**src/rtl/duc_model_path_basename_stream.sv**
```systemverilog
// Streaming basename extractor: collects a path one byte per beat, keeps only the
// component after the last separator, then replays it as a byte stream.
module duc_model_path_basename_stream #(
  parameter int         MAX_LEN = 512,
  parameter logic [7:0] SEP     = 8'h2F
) (
  input  logic                             clk,
  input  logic                             areset,
  input  logic                             in_valid,
  output logic                             in_ready,
  input  logic [7:0]                       in_data,
  input  logic                             in_last,
  output logic                             out_valid,
  input  logic                             out_ready,
  output logic [7:0]                       out_data,
  output logic                             out_last,
  output logic [$clog2(MAX_LEN+1)-1:0]     out_len,
  output logic                             out_overflow
);
  localparam int LW = $clog2(MAX_LEN+1);
  localparam int AW = (MAX_LEN > 1) ? $clog2(MAX_LEN) : 1;
  localparam logic [LW-1:0] FULL = LW'(MAX_LEN);

  localparam logic [0:0] COLLECT = 1'b0;
  localparam logic [0:0] EMIT    = 1'b1;

  logic [0:0]    state;
  logic          rdy;
  logic [LW-1:0] wr_ptr, rd_ptr, len;
  logic          ovf, len_ovf;
  logic [7:0]    mem [MAX_LEN];

  logic          in_acc, is_sep, is_pad, do_wr, ovf_nxt;
  logic [LW-1:0] wr_nxt;

  assign in_ready     = rdy;
  assign in_acc       = in_valid && rdy;
  assign out_valid    = (state == EMIT);
  assign out_len      = len;
  assign out_overflow = len_ovf;
  assign out_last     = out_valid && ((len == '0) || (rd_ptr == len - 1'b1));
  // An empty basename still presents one beat, carrying a zero byte.
  assign out_data     = (out_valid && len != '0) ? mem[rd_ptr[AW-1:0]] : 8'h00;

  always_comb begin
    is_sep  = (in_data == SEP);
    is_pad  = (in_data == 8'h00);
    wr_nxt  = wr_ptr;
    ovf_nxt = ovf;
    do_wr   = 1'b0;
    if (is_sep) begin
      wr_nxt  = '0;
      ovf_nxt = 1'b0;
    end else if (!is_pad) begin
      if (wr_ptr < FULL) begin
        wr_nxt = wr_ptr + 1'b1;
        do_wr  = in_acc;
      end else begin
        ovf_nxt = 1'b1;
      end
    end
  end

  always_ff @(posedge clk or posedge areset) begin
    if (areset) begin
      state   <= COLLECT;
      rdy     <= 1'b0;
      wr_ptr  <= '0;
      rd_ptr  <= '0;
      len     <= '0;
      ovf     <= 1'b0;
      len_ovf <= 1'b0;
    end else if (state == COLLECT) begin
      rdy <= 1'b1;
      if (in_acc) begin
        wr_ptr <= wr_nxt;
        ovf    <= ovf_nxt;
        if (in_last) begin
          len     <= wr_nxt;
          len_ovf <= ovf_nxt;
          rd_ptr  <= '0;
          state   <= EMIT;
          rdy     <= 1'b0;
        end
      end
    end else if (out_ready) begin
      if (out_last) begin
        state  <= COLLECT;
        rdy    <= 1'b1;
        wr_ptr <= '0;
        rd_ptr <= '0;
        ovf    <= 1'b0;
      end else begin
        rd_ptr <= rd_ptr + 1'b1;
      end
    end
  end

  // Storage is never cleared; only the pointers bound what is replayed.
  always_ff @(posedge clk) begin
    if (do_wr) mem[wr_ptr[AW-1:0]] <= in_data;
  end
endmodule

```
**config.mk**
```make
export PLATFORM = sky130hd
export DESIGN_NAME = duc_model_path_basename_stream
export DESIGN_NICKNAME = d
export VERILOG_FILES = /design/src/rtl/duc_model_path_basename_stream.sv
export SDC_FILE = /design/constraint.sdc
export NUM_CORES = 2
export LEC_CHECK = 0
export ABC_AREA = 1
export CAP_MARGIN = 5
export CELL_PAD_IN_SITES_DETAIL_PLACEMENT = 1
export CELL_PAD_IN_SITES_GLOBAL_PLACEMENT = 1
export CORE_MARGIN = 4
export CORE_UTILIZATION = 30
export CTS_CLUSTER_DIAMETER = 100
export CTS_CLUSTER_SIZE = 14
export DETAILED_ROUTE_END_ITERATION = 10
export DONT_BUFFER_PORTS = 1
export PLACE_DENSITY_LB_ADDON = 0.08
export SYNTH_ARGS = -nofsm -noshare
export SYNTH_HDL_FRONTEND = slang
export SYNTH_SLANG_ARGS = --single-unit
```
**constraint.sdc**
```tcl
create_clock -name clk -period 3.3 [get_ports clk]
set_input_delay 0.33 -clock clk [delete_from_list [all_inputs] [get_ports clk]]
set_output_delay 0.33 -clock clk [all_outputs]
set_load 0.02 [all_outputs]
```
After elaboration in Yosys (flattened, before gate mapping). Memories as Yosys holds them, arrays and structs flattened. Cells that the tools add are included.

Add/sub/neg operators: 3. $lt $le $gt $ge: 1. Reductions and logical operators: 13. Bitwise gates (word level): 1. Mux-type cells: 35. Equal/unequal tests: 4.

Operators with widths (number): 10-bit two-way mux (12); 1-bit two-way mux (22); 10-bit by 1-bit adder with 10-bit output (second input constant) (2); 10-bit == test (1); 10-bit zero test (1); 10-bit < comparator (second input constant) (1); 10-bit nonzero test (1); 10-bit by 1-bit subtractor with 10-bit output (second input constant) (1); 3-bit AND reduction (3); 8-bit by 6-bit == test with 1-bit output (second input constant) (1); 8-bit zero test (1); 8-bit two-way mux (1); 2-bit inequality test (second input constant) (2); 2-bit nonzero test (2); 1-bit logical AND (3); 2-bit AND reduction (1); 1-bit logical OR (1); 1-bit inverter (1).

Bits in registers: 34. Memory bits (writable): 4096. Input bits: 13. Word-level logic and storage cells: 65. Memories: 1.

Memories: mem (words 512, width 8, read ports 1, clocked after memory_dff 0, wr ports 1, RTL line 31) `logic [7:0] mem [MAX_LEN];`.

Depth between registers and ports, before layout.
Depth after elaboration: 7. Depth in mapped cells: 19. Mapped depth without buffers: 15.

Worst setup path before layout. Ideal clock, no wire load.

Kind: register to register. Start: register rdy (netlist: in_ready). End: memory mem[150][0], enable pin. Required time: 2.930 ns. Setup slack: 0.825 ns. Data arrival time: 2.105 ns. Stages on the path, launching flop included: 8. Period minus slack after synthesis: 2.475 ns. Cells stage by stage: dfrtp_1 > nand2_1 > nor3_2 > inv_1 > nor2_1 > nand2_1 > buf_2 > nor2_1.

Word-level cells in the longest chain between the ends: 6.

Ends and longest elaborated chain: start, declared (RTL line 28) `logic rdy;`; start signal, assigned (RTL line 67) `rdy <= 1'b0;`; start signal, assigned (RTL line 74) `rdy <= 1'b1;`; start signal, assigned (RTL line 83) `rdy <= 1'b0;`; 1-bit logical AND (RTL line 37) `assign in_acc = in_valid && rdy;`; 1-bit two-way mux (RTL line 55) `if (wr_ptr < FULL) begin`; 1-bit two-way mux (RTL line 54) `end else if (!is_pad) begin`; 1-bit two-way mux (RTL line 51) `if (is_sep) begin`; 1-bit two-way mux (RTL line 101) `if (do_wr) mem[wr_ptr[AW-1:0]] <= in_data;`; 1-bit two-way mux (not written as such) (RTL line 101); end, declared (RTL line 31).

No other way between the ends.

Worst setup path in the final report.
Start: register rd_ptr[0]. End: output out_data[5].

Word-level cells in the longest chain between the ends: 2.

Ends and longest elaborated chain: start, declared (RTL line 29) `logic [LW-1:0] wr_ptr, rd_ptr, len;`; start signal, assigned (RTL line 94) `rd_ptr <= rd_ptr + 1'b1;`; memory read 512 x 8 bit; 8-bit two-way mux (RTL line 43) `assign out_data = (out_valid && len != '0) ? mem[rd_ptr[AW-1:0]] : 8'h00;`; end, declared (RTL line 15) `output logic [7:0] out_data,`.

No other way between the ends.

==> metrics.yaml <==
layout:
  synthToLayoutAreaGrowth_pct: 19.0
  final_net_count: 15900
  drive_gt1_frac: 0.139
  fin_area_sq_um: 202000
  filler_cell_count: 61000
  filler_free_cell_count_of_the_finished_design: 23500
synthesis:
  syn_inst: 14800
  synth-seq-cells: 4130
  syn-cell-area_sq_um: 170000
  synth_xor_xnor_area_share: 0.00108
  synth_compound_gate_area_share: 0.0393
  dominantRegCellSynth: "sky130_fd_sc_hd__edfxtp_1"
  synth.area.mux_share: 0
  ys_warn_count: 0
  synth_nets: 14800
  yosysSeqAreaShare: 0.728
  synth_edf_count: 4096
  synth_top_family_by_area: "simple AND/OR/NAND/NOR gates"
  synth_unique_cells: 35
  postSynth.asyncResetShare: 0.00823
  post_synth_and_or_nand_nor_area_fraction: 0.196
  adder_and_majority_cell_fraction_of_the_synthesized_area: 0.000515
  post_synth.cell_area_avg_sq_um: 11.5
place:
  placement.cell_area_sq_um: 191000
  place_hpwl_mm: 406
  place.gp.congestion: 0.833
  place_ws_ns: -0.992
  port-buffer-count: 0
  post-place-cells: 23000
sta:
  setup_viol_count_final: 4118
  fmaxAchievable_mhz: 201
  rsz0062_at_grt: "true"
  final.period_utilization: 1.51
  hold_viol: 0
  setup_slack_after_layout_ns: -1.67
  slew_viol_final: 334
  final.min_clock_period_ns: 4.97
  max_slew_margin: -1.85
  worst-slew-pin-transition_ns: 4.28
  worst_clock_skew_ns: 0.0333
worst_setup_path:
  critical-path-slowest-cell: "sky130_fd_sc_hd__dfrtp_4"
  cp_data_arrival_time_ns: 4.64
  highest_net_fanout_along_the_worst_path: 33
  worst_path_largest_cell_delay_ns: 0.60
  worstSetupStartpointType: "register"
  crit-reg2reg-capture: "in_ready"
  startpoint: "rd_ptr[0]"
  worst_ep_required_time_ns: 2.97
  timing.critical_path.cells: "clkinv_16 > buf_12 > buf_12 > buf_12 > buf_4 > o21ai_0 > nand3_1 > nand3_1 > nand2_1 > nand2_1 > nand2_1 > nor2_1 > nand2_1 > nand3_1 > buf_12 > nand2_2 > nor2_2 > nor2_1 > buf_4 > buf_4"
  cp-endpoint: "out_data[5]"
  r2r.worst_path.cells: 13
  critical_path_class: "reg2out"
  ff2ff_setup_slack_ns: 0.19
  crit_path_end_kind: "output pin"
  reg2reg_from: "rd_ptr[4]"
floorplanning:
  chipWidth_um: 761
  fp-row-count: 276
  core_area_sq_um: 565000
  dieHeight_um: 761
  ios: 35
  dieArea_sq_um: 579000
  initial_standard_cell_utilization_of_the_core: 0.301
power_and_ir_drop:
  p_per_area_nw_per_um2: 715
  ir_worst_vdd_mv: 0.467
  power.static_leakage_nw: 72.9
clock_tree:
  tritoncts.num_buffers: 334
  clock-sinks: 4130
  clock_tree_from_tritoncts: "done"
  worstSkewPairLatency_ns: 1.00
  clockBufferDepth: 4
  htreeDepth: 5
  cts_root_buf: "sky130_fd_sc_hd__clkbuf_16"
  path_clk_slew_ns: 0.07
outcome:
  failed_checks: "slew limit, setup timing"
  outcome: "finished with violations"
detailed_routing:
  drt_first_pass_iters: 6
  vias: 118000
  dr.first_iter.drc_count: 10600
  postRouteAntennaNets: 0
  total_routed_length_mm: 669
  wire_per_inst_um: 28.5
  routed_via_density: 5.01
  drcViolationCount: 0
global_route:
  antenna_found_initial: 60
  grt_start_max_net_pins: 515
  grt_pass1_wl_mm: 940
  grt_pass1_vias: 125000
  grt.total_usage: 0.224
  global_route.overflow_total: 0
flow_run:
  cap_viol_max_count: 0
hold_path:
  min_delay_worst_type: "in2reg"
[layout make-up]
class | count | area (sq um) | share of cell area
antenna | 12 | 30.0 | 0.000148
clock buffer | 380 | 8670 | 0.0428
clock inverter | 26 | 367 | 0.00181
timing repair buffer | 1708 | 17800 | 0.0878
inverter | 353 | 1390 | 0.00685
timing repair inverter | 1 | 8.76 | 0.0000433
tap | 7506 | 9390 | 0.0464
multi-input combinational | 9376 | 40900 | 0.202
sequential | 4130 | 124000 | 0.612
[placed cells by master (no fill, tap or decap), drive strengths merged, types with 12 or more instances in the layout]
cell,count
nand3,2087
inv,364
nor3,45
o22ai,46
nor2,1968
xor2,14
o211ai,155
clkbuf,392
nand4,12
dfrtp,34
a21boi,60
buf,1678
a21oi,238
clkinv,16
diode,12
nand2,4019
o21ai,706
dlygate4sd3,15
edfxtp,4096
[worst max-delay path, delay by kind of cell, from the launching register on]
family | cells | cell delay [ns]
compound gates | 1 | 0.22
buf+inv | 8 | 1.34
flops | 1 | 0.60
simple gates | 11 | 1.40
[Yosys cell counts (all sizes together) (14+ instances only)]
library cell | instances | area (sq um)
buf | 644 | 3450
o22ai | 46 | 288
nand2 | 4019 | 15100
dfrtp | 34 | 851
nor3 | 45 | 235
edfxtp | 4096 | 123000
inv | 350 | 1320
nor2 | 1968 | 7390
o211ai | 155 | 1160
nand3 | 2087 | 10500
a21boi | 60 | 450
clkbuf | 325 | 1220
xor2 | 14 | 123
a21oi | 238 | 1190
o21ai | 706 | 3530
[timing repair]
item,4_1_cts,5_1_grt
hold buffers,19,8
setup buffers,17,15
endpoints found under the hold margin,1212,448
pin swaps,4,12
resized for setup,75,129
gates cloned,4,12
setup endpoints to repair,9,843
[worst min path at each step]
stage	start	slack [ns]	cells after the start	endpoint
detailed placement	areset	0.40	1	out_len[2]
global placement	areset	0.39	1	out_len[2]
floorplan	in_data[0]	0.43	0	mem[0][0]
CTS	in_data[7]	-0.44	0	mem[470][7]
global route	in_data[6]	0.009	1	mem[467][6]
finish	in_data[6]	0.01	1	mem[467][6]
[per-layer routing]
layer,vias to the layer above,part of all wire,GRT usage
met4,2,0.022,0.0469
met2,2684,0.47,0.372
met3,585,0.043,0.0237
li1,53400,-,-
met5,-,0.000019,0
met1,61000,0.46,0.318
[per-stage QoR]
stage	TNS, ns	util	power, W	hold slack, ns
after floorplan	0	-	0.0794	0.429
after detailed placement	-2992.51	0.338	0.107	0.403
after global placement	-2845.73	0.338	0.106	0.392
after CTS	-13.75	0.356	0.145	-0.438
after global routing	-3013.31	0.358	0.151	0.00873
final	-2404.95	0.358	0.145	0.0110
[flip-flops by register name, summed over array words and instances, names as in the netlist]
| register | flops |
|---|---|
| mem | 4096 |
| out_len | 10 |
| rd_ptr | 10 |
| wr_ptr | 10 |
| in_ready | 1 |
| out_overflow | 1 |
| out_valid | 1 |
| ovf | 1 |
[report_power, final]
part,internal (W),leakage (nW),switching (W)
clock,0.0186,4.42,0.0190
combinational,0.0158,31.3,0.0334
sequential,0.0577,37.2,0.000184
total,0.0921,72.9,0.0526
[logic make-up (layout without fill, tap and decap cells)]
logic type	count (synthesis)	after routing
AO/OA/AOI/OAI	1212	1212
XOR/XNOR	21	21
adder cells (fa/ha/maj)	7	7
buffers and inverters	1322	2468
flip-flops	4130	4130
other	0	12
AND/OR/NAND/NOR	8136	8136
Note: power is estimated with default switching activity, not from simulation.
